### src/rtl/ifu_fetch.sv
// ---------------------------------------------------------------------------
// ifu_fetch -- instruction fetch stage feeding decode.
//
// Owns the PC, issues one outstanding word fetch at a time to instruction
// memory, parks the returned word in an output register and hands it to
// decode with a valid/ready handshake. Redirects from execute replace the PC
// and cause any in-flight fetch to be dropped.
//
// Ports:
//   clk, rst                    clock (rising edge), synchronous active-high reset
//   imem_req_valid/ready/addr   fetch request (word-aligned address)
//   imem_rsp_valid/data         fetch response, never back-pressured
//   redirect_valid/pc           PC redirect from execute (bits[1:0] ignored)
//   inst_valid/ready            instruction handshake towards decode
//   inst, inst_pc               held instruction and its PC
//   opcode, func3, func7        pre-split fields of inst
//   fetch_cnt                   instructions accepted by decode (wraps)
// ---------------------------------------------------------------------------
module ifu_fetch #(
   parameter int               XLEN     = 32,
   parameter logic [XLEN-1:0]  RESET_PC = 32'h8000_0000
) (
   input  logic            clk,
   input  logic            rst,
   output logic            imem_req_valid,
   input  logic            imem_req_ready,
   output logic [XLEN-1:0] imem_req_addr,
   input  logic            imem_rsp_valid,
   input  logic [31:0]     imem_rsp_data,
   input  logic            redirect_valid,
   input  logic [XLEN-1:0] redirect_pc,
   output logic            inst_valid,
   input  logic            inst_ready,
   output logic [31:0]     inst,
   output logic [XLEN-1:0] inst_pc,
   output logic [6:0]      opcode,
   output logic [2:0]      func3,
   output logic [6:0]      func7,
   output logic [31:0]     fetch_cnt
);

   // FLUSH means a request is still in flight whose data must be thrown away.
   typedef enum logic [1:0] {
      S_REQ   = 2'd0,
      S_WAIT  = 2'd1,
      S_HOLD  = 2'd2,
      S_FLUSH = 2'd3
   } state_t;

   localparam logic [XLEN-1:0] ALIGN_MASK = ~(XLEN'(3));

   state_t          state_reg, state_next;
   logic [XLEN-1:0] pc_reg, pc_next;
   logic [31:0]     inst_reg, inst_next;
   logic [XLEN-1:0] inst_pc_reg, inst_pc_next;
   logic [31:0]     fetch_cnt_reg, fetch_cnt_next;

   logic [XLEN-1:0] redirect_target;
   logic [XLEN-1:0] fetch_addr;

   assign redirect_target = redirect_pc & ALIGN_MASK;
   assign fetch_addr      = pc_reg & ALIGN_MASK;

   always_ff @(posedge clk) begin
      if (rst) begin
         state_reg     <= S_REQ;
         pc_reg        <= RESET_PC;
         inst_reg      <= '0;
         inst_pc_reg   <= '0;
         fetch_cnt_reg <= '0;
      end else begin
         state_reg     <= state_next;
         pc_reg        <= pc_next;
         inst_reg      <= inst_next;
         inst_pc_reg   <= inst_pc_next;
         fetch_cnt_reg <= fetch_cnt_next;
      end
   end

   // A redirect wins over every other event in the same cycle.
   always_comb begin
      state_next     = state_reg;
      pc_next        = pc_reg;
      inst_next      = inst_reg;
      inst_pc_next   = inst_pc_reg;
      fetch_cnt_next = fetch_cnt_reg;

      case (state_reg)
         S_REQ: begin
            if (redirect_valid) begin
               pc_next = redirect_target;
               // An accepted request is already out; its data must be dropped.
               if (imem_req_ready) begin
                  state_next = S_FLUSH;
               end
            end else if (imem_req_ready) begin
               state_next = S_WAIT;
            end
         end
         S_WAIT: begin
            if (redirect_valid) begin
               pc_next    = redirect_target;
               state_next = imem_rsp_valid ? S_REQ : S_FLUSH;
            end else if (imem_rsp_valid) begin
               inst_next    = imem_rsp_data;
               inst_pc_next = fetch_addr;
               state_next   = S_HOLD;
            end
         end
         S_HOLD: begin
            if (redirect_valid) begin
               // The held instruction is discarded and never counted.
               pc_next    = redirect_target;
               state_next = S_REQ;
            end else if (inst_ready) begin
               pc_next        = pc_reg + XLEN'(4);
               fetch_cnt_next = fetch_cnt_reg + 32'd1;
               state_next     = S_REQ;
            end
         end
         S_FLUSH: begin
            if (redirect_valid) begin
               pc_next = redirect_target;
            end
            if (imem_rsp_valid) begin
               state_next = S_REQ;
            end
         end
         default: begin
            state_next = S_REQ;
         end
      endcase
   end

   assign imem_req_valid = (state_reg == S_REQ);
   assign imem_req_addr  = fetch_addr;
   assign inst_valid     = (state_reg == S_HOLD);
   assign inst           = inst_reg;
   assign inst_pc        = inst_pc_reg;
   assign opcode         = inst_reg[6:0];
   assign func3          = inst_reg[14:12];
   assign func7          = inst_reg[31:25];
   assign fetch_cnt      = fetch_cnt_reg;

endmodule
### config.mk
export PLATFORM = sky130hd
export DESIGN_NAME = ifu_fetch
export DESIGN_NICKNAME = d
export VERILOG_FILES = /design/src/rtl/ifu_fetch.sv
export SDC_FILE = /design/constraint.sdc
export NUM_CORES = 1
export LEC_CHECK = 0
export BUFFER_PORTS_ARGS = -buffer_cell sky130_fd_sc_hd__buf_2
export CORE_MARGIN = 1
export CORE_UTILIZATION = 49
export DETAILED_ROUTE_END_ITERATION = 7
export PLACE_DENSITY = 0.77
export SYNTH_ARGS = -nofsm -noshare
export SYNTH_HDL_FRONTEND = slang
export SYNTH_SLANG_ARGS = --single-unit
### constraint.sdc
create_clock -name clk -period 2.06 [get_ports clk]
set_input_delay 0.309 -clock clk [delete_from_list [all_inputs] [get_ports clk]]
set_output_delay 0.309 -clock clk [all_outputs]
set_load 0.1 [all_outputs]
---- After elaboration in Yosys (flattened, before gate mapping) ----
Index checks and enable logic that the tools add are counted.
word-level totals
  register bits after elaboration ......... 128
  input port bits ......................... 70
  output and inout port bits .............. 147
  logic and storage cells ................. 36
operators by class
  $add $sub $neg .......................... 2
  eq/ne operators ......................... 8
  muxes and demuxes ....................... 14
  bitwise operators ....................... 1
  reduce and logical (&&, ||, !) cells .... 6
operators by type and width
  cell                   count
  $mux 32                3
  $pmux 32 s2            1
  $add 32x1->32 const B  1
  $add 32x3->32 const B  1
  $mux 2                 9
  $pmux 2 s4             1
  $reduce_and 3->1       2
  $eq 2x2->1 const B     2
  $ne 2x1->1 const B     2
  $reduce_and 4->1       1
  $ne 3x2->1 const B     1
  $ne 3x3->1 const B     1
  $reduce_or 3->1        1
  $eq 2x1->1 const B     1
  $logic_not 2->1        1
  $ne 2x2->1 const B     1
  $reduce_and 2->1       1
  $not 1->1              1

---- Longest topological paths before layout ----
Gate-level depths: netlist of run 1.
  depth in word-level cells ............... 4
  gate-level depth with buffers ........... 8
  mapped depth without buffers ............ 6

---- Worst setup path before layout of run 1 ----
Ideal clock, no wire load.
  kind .................................... register -> register
  start ................................... register pc_reg[2]
  end ..................................... register pc_reg[24]
  library setup time ...................... 0.086 ns
  data arrival time ....................... 2.528 ns
  data required time ...................... 1.974 ns
  setup slack ............................. -0.554 ns
  cell stages (with the launch flop) ...... 7
  path buffers ............................ 0
  clock period less this slack ............ 2.614 ns
  cell sequence ........................... dfxtp_1 -> ha_1 -> nand3_1 -> nor4_4 -> nand4_1 -> xor2_1 -> a211oi_1
on the way
  cells in the longest elaborated chain, start to end .. 4
RTL lines
  item                    RTL line  source
  from (decl)             53        logic [XLEN-1:0] pc_reg, pc_next;
  from (signal assigned)  73        pc_reg <= pc_next;
  $add 32x3->32           116       pc_next = pc_reg + XLEN'(4);
  $mux 32                 115       end else if (inst_ready) begin
  $mux 32                 111       if (redirect_valid) begin
  $pmux 32 s2             88        case (state_reg)
No other way between the ends. The select of a mux whose other input is x is not followed.
A chain may end at the register's enable or synchronous reset.

---- Worst setup path in the final report of run 1 ----
  start ................................... register state_reg[1]
  end ..................................... output port inst_valid
on the way
  cells in the longest elaborated chain, start to end .. 1
RTL lines
  item                    RTL line  source
  from (decl)             52        state_t state_reg, state_next;
  from (signal assigned)  72        state_reg <= state_next;
  $eq 2x2->1              137       assign inst_valid = (state_reg == S_HOLD);
  to (decl)               32        output logic inst_valid,
No other way between the ends.

==> run_results.csv, run 1 <==
group,metric,value,unit
run_status,outcome,"completed",
sta,rsz0062_at_grt,"no",
placement,place_ws,0.207,ns
sta,period_minus_slack,1.88,ns
route,routed-via-count,5561,
placement,port_buffers,210,
placement,dp_hpwl,11100,µm
global_route,antenna_found_initial,2,
route,drc,0,
sta,hold_violations,0,
sta,final.setup.worst_slack,0.179,ns
route,wl_per_cell,14.4,µm
global_route,grt_usage,25.4,%
sta,fmax,0.532,GHz
sta,maxSlewHeadroom,63.5,%
clocking,ctsHtreeMaxLevel,4,
global_route,grt_start_max_net_pins,50,
synth,synthSimpleGateAreaFrac,28.2,%
route,ant_nets,0,
route,finalWirelength,15100,µm
clocking,cts_buffer_depth,2,
synth,synthArstFlopShare,0,%
synth,avgSynthCellArea,8.13,µm²
worst_setup_path,crit_start,"state_reg[1]$_SDFFE_PP0P_",
worst_setup_path,cp_slowest_stage_delay,0.53,ns
worst_setup_path,worst_setup_path_start_kind,"flip-flop",
sta,drv_slew,0,
die,dieWidth,110,µm
synth,synth_xor_area_share,7.24,%
global_route,grt_overflow,0,
synth,ys_seq_elements,126,
synth,synth_area_leaders,"dfxtp_1, nand2_1, a21oi_1",
cells_and_area,layout_common_cells,"buf_2, nand2_1, a21oi_1",
synth,synth_top_family_by_area,"simple AND/OR/NAND/NOR gates",
cells_and_area,filler_cell_count,917,
clocking,cts_root_buf,"clkbuf_16",
worst_setup_path,path_max_fanout,10,
worst_setup_path,crit_chain,"nor2b_2 > clkbuf_4",
die,core_region_area,11100,µm²
clocking,clkTransAtPathRegs,0.05,ns
synth,yosysTopAreaCell,"dfxtp_1",
sta,skew,0.00929,ns
synth,synth_top_area_share,44.4,%
clocking,postCtsSetupRepairBufs,0,
worst_hold_path,hold_path_startpoint,"redirect_pc[12]",
cells_and_area,syn2layout_area_growth,30.7,%
synth,synthFlopType,"dfxtp_1",
cells_and_area,nets,959,
worst_setup_path,cpMaxStageDelayCell,"dfxtp_1",
die,dieArea,12000,µm²
clocking,cts_tree,"yes",
synth,yosysSeqAreaShare,44.4,%
route,post_drt_via_cell_ratio,5.33,
synth,synthMuxAreaShare,0.881,%
flow_run,cap_violations,0,
die,num_io_pins,217,
placement,place_congestion,0.894,
synth,synth_cell_type_count,52,
synth,netlist_area,5680,µm²
sta,fin_tns_setup,0,ns
pwr,power.density,845,nW/µm²
synth,ys_warn_count,0,
global_route,grt_pass1_vias,4852,
die,core.rowCount,38,
global_route,grt_pass1_wl,23300,µm
worst_setup_path,critPathArrivalTime,1.57,ns
cells_and_area,final_util,67.0,%
synth,yosys.area_share.adder,0.440,%
clocking,clk-insertion-delay-late,0.41,ns
worst_setup_path,crit_type,"flip-flop to primary output",
clocking,cts_sinks,126,
cells_and_area,final_common_cell,"buf_2",
worst_setup_path,critPathCaptureType,"primary output",
sta,hold_ws,0.134,ns
cells_and_area,drive_gt1_share,35.4,%
synth,synth_edf_count,0,
worst_setup_path,r2r-start,"pc_reg[2]$_SDFFE_PP0P_",
sta,setup_viol,0,
worst_setup_path,required,1.75,ns
clocking,cts_made_buffers,17,
synth,syn_inst,699,
pwr,leakage,3.27,nW
sta,tightest_slew,0.548,ns
die,dieHeight,110,µm
pwr,ir_drop,604,µV
route,drt_iter0_markers,366,
sta,finalCritPeriodShare,91.3,%
route,drtPass1Iterations,5,
synth,synth_compound_area_share,11.8,%
worst_hold_path,min_path_type,"primary input to flip-flop",
die,start_util,51.3,%
pwr,power,6.28,mW
-- stage by stage --
| stage | cell area [µm²] | cells |
|---|---|---|
| finish | 7430 | 1043 |
| global route | 7420 | 1042 |
| global placement | 6880 | 1008 |
| floorplan | 5820 | 702 |
| CTS | 7420 | 1040 |
| detailed placement | 6880 | 1008 |
-- worst max-delay path, delay by kind of cell (launching register included) --
kind / cells / cell delay [ns]
buffers and inverters: 1 / 0.36
and+or+nand+nor: 1 / 0.27
DFF: 1 / 0.53
-- cell usage after synthesis (all sizes together), types with 3 or more instances --
cell and number:
a311oi 3, or3 5, nor2 59, nor4 8, nand2 159, o21ai 4, a21oi 79, and3 14
dfxtp 126, and2 4, buf 26, xnor2 15, nor3 12, clkbuf 36, nand3 23, mux2i 5
nand4 24, xor2 32, inv 9, or4 4, a211oi 14, and4 6
-- cell type report --
type	count	area (µm²)	area share, %
clock inverter	11	98.8	1.33
clock buffer	21	440	5.93
tap	140	175	2.36
timing repair buffer	230	1240	16.7
antenna	3	7.51	0.101
inverter	9	33.8	0.455
sequential	126	2640	35.6
multi-input combinational	503	2790	37.5
-- path summary, 6_finish.rpt --
check / slack, ns / cells after the start / to
max: 0.18 / 2 / inst_valid
min reg2reg: 0.45 / 2 / inst_pc[3]$_SDFFE_PP0P_
min: 0.13 / 3 / pc_reg[12]$_SDFFE_PP0P_
max reg2reg: 0.18 / 6 / pc_reg[14]$_SDFFE_PP0P_
-- where the power goes --
part           total [mW]  internal (mW)  switching, mW
clock                2.74           1.74          0.998
combinational       0.954          0.197          0.758
sequential           2.58           2.49         0.0907
-- layer usage --
| layer | GRT usage (%) | wire [µm] | up-vias |
|---|---|---|---|
| met5 | 0 | 0 | - |
| met1 | 31.0 | 6330 | 2588 |
| met2 | 41.4 | 7310 | 215 |
| met4 | 10.9 | 273 | 0 |
| met3 | 7.71 | 1140 | 18 |
| li1 | - | - | 2740 |
-- cells by family after synthesis --
logic type	Yosys count
other	1
AND/OR/NAND/NOR	329
adder cells (fa/ha/maj)	2
flip-flops	126
XOR/XNOR	47
multiplexers	5
buffers and inverters	73
AO/OA/AOI/OAI	116
-- repair_timing --
item,CTS,global route
setup endpoints to repair,0,1
hold buffers,0,0
gates resized for setup,0,1
(Power assumes the default switching activity.)
==> run 2, diff against run 1 <==
- GPL_TIMING_DRIVEN: unset -> 0
==> run_results.csv, run 2 (same netlist as run 1, synthesis figures left out) <==
group,metric,value,unit
route,drt_iter0_markers,420,
die,core.rowCount,38,
die,dieHeight,110,µm
route,ant_nets,0,
worst_setup_path,crit_chain,"clkbuf_1 > nor2b_2 > buf_2",
worst_setup_path,critPathCaptureType,"primary output",
worst_setup_path,reg2regPathDepth,8,
clocking,clkTransAtPathRegs,0.06,ns
cells_and_area,filler_cell_count,971,
clocking,cts_tree,"yes",
worst_setup_path,cp_slowest_stage_delay,0.45,ns
worst_setup_path,required,1.75,ns
run_status,outcome,"completed",
worst_setup_path,cpMaxStageDelayCell,"buf_2",
worst_hold_path,min_path_type,"primary input to flip-flop",
die,start_util,51.3,%
sta,setup_viol,0,
cells_and_area,register_area,2640,µm²
sta,fin_tns_setup,0,ns
global_route,grt_overflow,0,
pwr,ir_drop,495,µV
placement,port_buffers,209,
global_route,grt_pass1_wl,24700,µm
clocking,cts_root_buf,"clkbuf_16",
cells_and_area,stdcell_count,1086,
cells_and_area,nets,1003,
sta,fmax,0.515,GHz
worst_setup_path,critPathArrivalTime,1.63,ns
die,num_io_pins,217,
die,dieArea,12000,µm²
sta,finalCritPeriodShare,94.3,%
route,routed-via-count,5674,
cells_and_area,syn2layout_area_growth,35.6,%
route,drtPass1Iterations,5,
die,core_region_area,11100,µm²
global_route,grt_usage,27.1,%
flow_run,cap_violations,0,
sta,hold_violations,0,
cells_and_area,layout_common_cells,"buf_2, nand2_1, a21oi_1",
route,drc,0,
sta,maxSlewHeadroom,55.8,%
placement,place_congestion,0.858,
clocking,cts_sinks,126,
route,wl_per_cell,14.9,µm
route,finalWirelength,16200,µm
global_route,grt_start_max_net_pins,17,
placement,dp_hpwl,12000,µm
clocking,ctsHtreeMaxLevel,4,
route,post_drt_via_cell_ratio,5.22,
cells_and_area,multi_input_area,2820,µm²
clocking,clk-insertion-delay-late,0.41,ns
worst_setup_path,worst_setup_path_start_kind,"flip-flop",
global_route,antenna_found_initial,1,
sta,skew,0.00615,ns
pwr,power.density,855,nW/µm²
pwr,leakage,3.45,nW
cells_and_area,final_util,69.5,%
worst_setup_path,ff2ff_setup_slack,0.13,ns
pwr,power,6.58,mW
clocking,cts_made_buffers,17,
global_route,grt_pass1_vias,4922,
clocking,cts_buffer_depth,2,
worst_hold_path,holdPathStages,3,
placement,place_ws,-0.0500,ns
sta,tightest_slew,0.663,ns
cells_and_area,final_common_cell,"buf_2",
placement,dp.cells,1051,
sta,drv_slew,0,
worst_setup_path,crit_type,"flip-flop to primary output",
cells_and_area,drive_gt1_share,36.2,%
sta,final.setup.worst_slack,0.117,ns
worst_setup_path,path_max_fanout,10,
sta,period_minus_slack,1.94,ns
die,dieWidth,110,µm
run 2: final timing paths:
check / from / to
min reg2reg: inst_pc[31]$_SDFFE_PP0P_ / inst_pc[31]$_SDFFE_PP0P_
max reg2reg: state_reg[1]$_SDFFE_PP0P_ / fetch_cnt[30]$_SDFFE_PP0P_
max: state_reg[0]$_SDFFE_PP0P_ / inst_valid
min: redirect_pc[10] / pc_reg[10]$_SDFFE_PP0P_
run 2: stage by stage:
stage                     instance area, µm²  hold WS, ns
final                                   7700        0.131
after global routing                    7700        0.129
after CTS                               7640        0.124
after detailed placement                7040        0.444
after global placement                  7040        0.440
after floorplan                         5820        0.443
run 2: report_power, final:
group          internal [mW]  switching [mW]  total, mW
clock                   1.89            1.13       3.02
combinational          0.207           0.788      0.995
sequential              2.49          0.0783       2.57
run 2: what timing repair did:
item,4_1_cts,5_1_grt
gates resized for setup,2,11
pin swaps,0,1
setup buffers,0,2
hold buffers,0,0
endpoints found under the setup margin,22,65
run 2: final cells by class:
| cell class | instances | area share [%] |
|---|---|---|
| buffer | 63 | 4.76 |
| antenna | 2 | 0.0650 |
| sequential | 126 | 34.3 |
| tap | 140 | 2.27 |
| multi-input combinational | 503 | 36.6 |
| timing repair buffer | 211 | 13.8 |
| clock buffer | 20 | 6.07 |
| inverter | 9 | 0.439 |
| clock inverter | 12 | 1.71 |
run 2: per-layer routing:
layer	routed length (µm)	vias to the layer above	GRT usage (%)
li1	-	2836	-
met1	7180	2583	35.0
met2	7450	226	42.8
met3	1190	29	7.29
met4	367	0	11.3
met5	0	-	0
run 2: worst max-delay path, delay by kind of cell, from the launching register on:
family / cells / cell delay (ns)
flip-flops: 1 / 0.32
AND/OR/NAND/NOR: 1 / 0.23
buffers and inverters: 2 / 0.67
==> run 3, diff against run 2 <==
- CORE_UTILIZATION: 49 -> 45
- PLACE_DENSITY: 0.77 -> 0.71
==> run_results.csv, run 3 (same netlist as run 1, synthesis figures left out) <==
group,metric,value,unit
worst_hold_path,min_path_type,"primary input to flip-flop",
route,finalWirelength,16800,µm
placement,place_ws,-0.0413,ns
route,routed-via-count,5687,
worst_setup_path,path_max_fanout,10,
pwr,pwr-share-clk,43.6,%
sta,rsz0062_at_grt,"no",
route,drc,0,
placement,dp_hpwl,12400,µm
sta,finalCritPeriodShare,94.0,%
clocking,cts_buffer_depth,2,
global_route,antenna_found_initial,1,
clocking,cts_tree,"yes",
die,start_util,46.7,%
sta,tightest_slew,0.648,ns
sta,fmax,0.516,GHz
worst_setup_path,required,2.40,ns
global_route,grt_pass1_wl,26200,µm
clocking,ctsHtreeMaxLevel,4,
route,wl_per_cell,15.1,µm
worst_setup_path,crit_type,"flip-flop to flip-flop",
die,core_region_area,12200,µm²
worst_setup_path,worst_setup_path_start_kind,"flip-flop",
clocking,cts-hold-fix-buffers,0,
sta,drv_slew,0,
pwr,ir_drop,398,µV
pwr,intPower,4.42,mW
placement,place_congestion,0.861,
sta,period_minus_slack,1.94,ns
pwr,p_seq_share,40.6,%
die,core.rowCount,40,
clocking,cts_made_buffers,17,
clocking,clk-insertion-delay-late,0.41,ns
placement,port_buffers,209,
global_route,grt_usage,26.1,%
pwr,power.density,824,nW/µm²
sta,fin_tns_setup,0,ns
worst_setup_path,critPathArrivalTime,2.28,ns
cells_and_area,syn2layout_area_growth,35.3,%
pwr,sw_frac_of_total,30.2,%
global_route,grt_pass1_vias,5096,
worst_setup_path,critPathCaptureType,"flip-flop",
cells_and_area,filler_cell_count,1140,
die,dieWidth,114,µm
pwr,leakage,3.44,nW
die,num_io_pins,217,
route,drtPass1Iterations,5,
sta,skew,0.00730,ns
clocking,cts_root_buf,"clkbuf_16",
flow_run,cap_violations,0,
cells_and_area,nets,1004,
cells_and_area,drive_gt1_share,36.0,%
sta,setup_viol,0,
cells_and_area,register_area,2640,µm²
run_status,outcome,"completed",
sta,hold_violations,0,
pwr,p_comb_share,15.8,%
die,dieHeight,114,µm
cells_and_area,multi_input_area,2820,µm²
global_route,grt_start_max_net_pins,17,
sta,maxSlewHeadroom,56.8,%
pwr,switching_power,1.91,mW
cells_and_area,final_common_cell,"buf_2",
route,post_drt_via_cell_ratio,5.11,
die,dieArea,13100,µm²
cells_and_area,finalInstanceArea,7690,µm²
clocking,cts_sinks,126,
cells_and_area,layout_common_cells,"buf_2, nand2_1, a21oi_1",
route,drt_iter0_markers,328,
global_route,grt_overflow,0,
clocking,clkTransAtPathRegs,0.05,ns
sta,hold_ws,0.131,ns
route,ant_nets,0,
placement,place_area,7070,µm²
sta,final.setup.worst_slack,0.123,ns
==> run 3: changes by cell type in the layout (fill, tap and decap cells not counted), sizes merged <==
cell and delta:
buf -1, bufinv -2, diode -1, clkinvlp -1
inv -5, clkbuf +7, clkinv +2
==> run 3: metal layers <==
| metal | part of all wire (%) | track usage, % | wire length [µm] | vias up |
|---|---|---|---|---|
| met5 | 0 | 0 | 0 | - |
| met4 | 2.4 | 11.4 | 403 | 0 |
| met3 | 7.3 | 6.83 | 1220 | 32 |
| met2 | 46 | 41.4 | 7780 | 211 |
| met1 | 44 | 33.6 | 7390 | 2605 |
| li1 | - | - | - | 2839 |
==> run 3: path summary, 6_finish.rpt <==
path,start,end,slack (ns),depth (start not counted)
min reg2reg,inst[24]$_SDFFE_PP0P_,inst[24]$_SDFFE_PP0P_,0.45,2
max reg2reg,state_reg[1]$_SDFFE_PP0P_,fetch_cnt[30]$_SDFFE_PP0P_,0.12,8
max,state_reg[1]$_SDFFE_PP0P_,fetch_cnt[30]$_SDFFE_PP0P_,0.12,8
min,redirect_pc[12],pc_reg[12]$_SDFFE_PP0P_,0.13,3
==> run 3: cell type report <==
class	count	share of cell area [%]
Multi-Input combinational cell	503	36.6
Sequential cell	126	34.3
Timing Repair Buffer	211	13.8
Clock buffer	25	6.74
Buffer	64	4.91
Tap cell	168	2.73
Inverter	9	0.439
Clock inverter	6	0.390
Antenna cell	1	0.0325
==> run 3: what timing repair did <==
item	4_1_cts	5_1_grt
endpoints found under the hold margin	0	0
pin swaps	1	2
buffers inserted	0	2
cloned	0	0
setup endpoints to repair	16	42
gates resized for setup	5	12
==> run 3: power groups by stage <==
stage	clock network (mW)	registers, mW	logic, mW
CTS	2.81	2.57	1.00
global route	2.93	2.58	1.05
floorplan	0	3.03	0.352
global placement	0	2.62	0.993
finish	2.76	2.57	1.00
detailed placement	0	2.62	0.995
==> run 3: critical path, cell delays in order (launching register included) <==
cell,delay [ns]
dfxtp_1,0.31
clkbuf_4,0.19
and4bb_1,0.20
clkbuf_4,0.19
and2_1,0.13
clkbuf_4,0.19
nand3_2,0.13
or3_1,0.38
a21oi_1,0.15
==> run 3: through the flow <==
step / std cells / utilization (%) / total power, mW
floorplan: 702 / - / 3.38
global placement: 1079 / 58.2 / 3.61
detailed placement: 1079 / 58.2 / 3.62
CTS: 1110 / 62.7 / 6.37
global route: 1113 / 63.2 / 6.56
finish: 1113 / 63.2 / 6.33
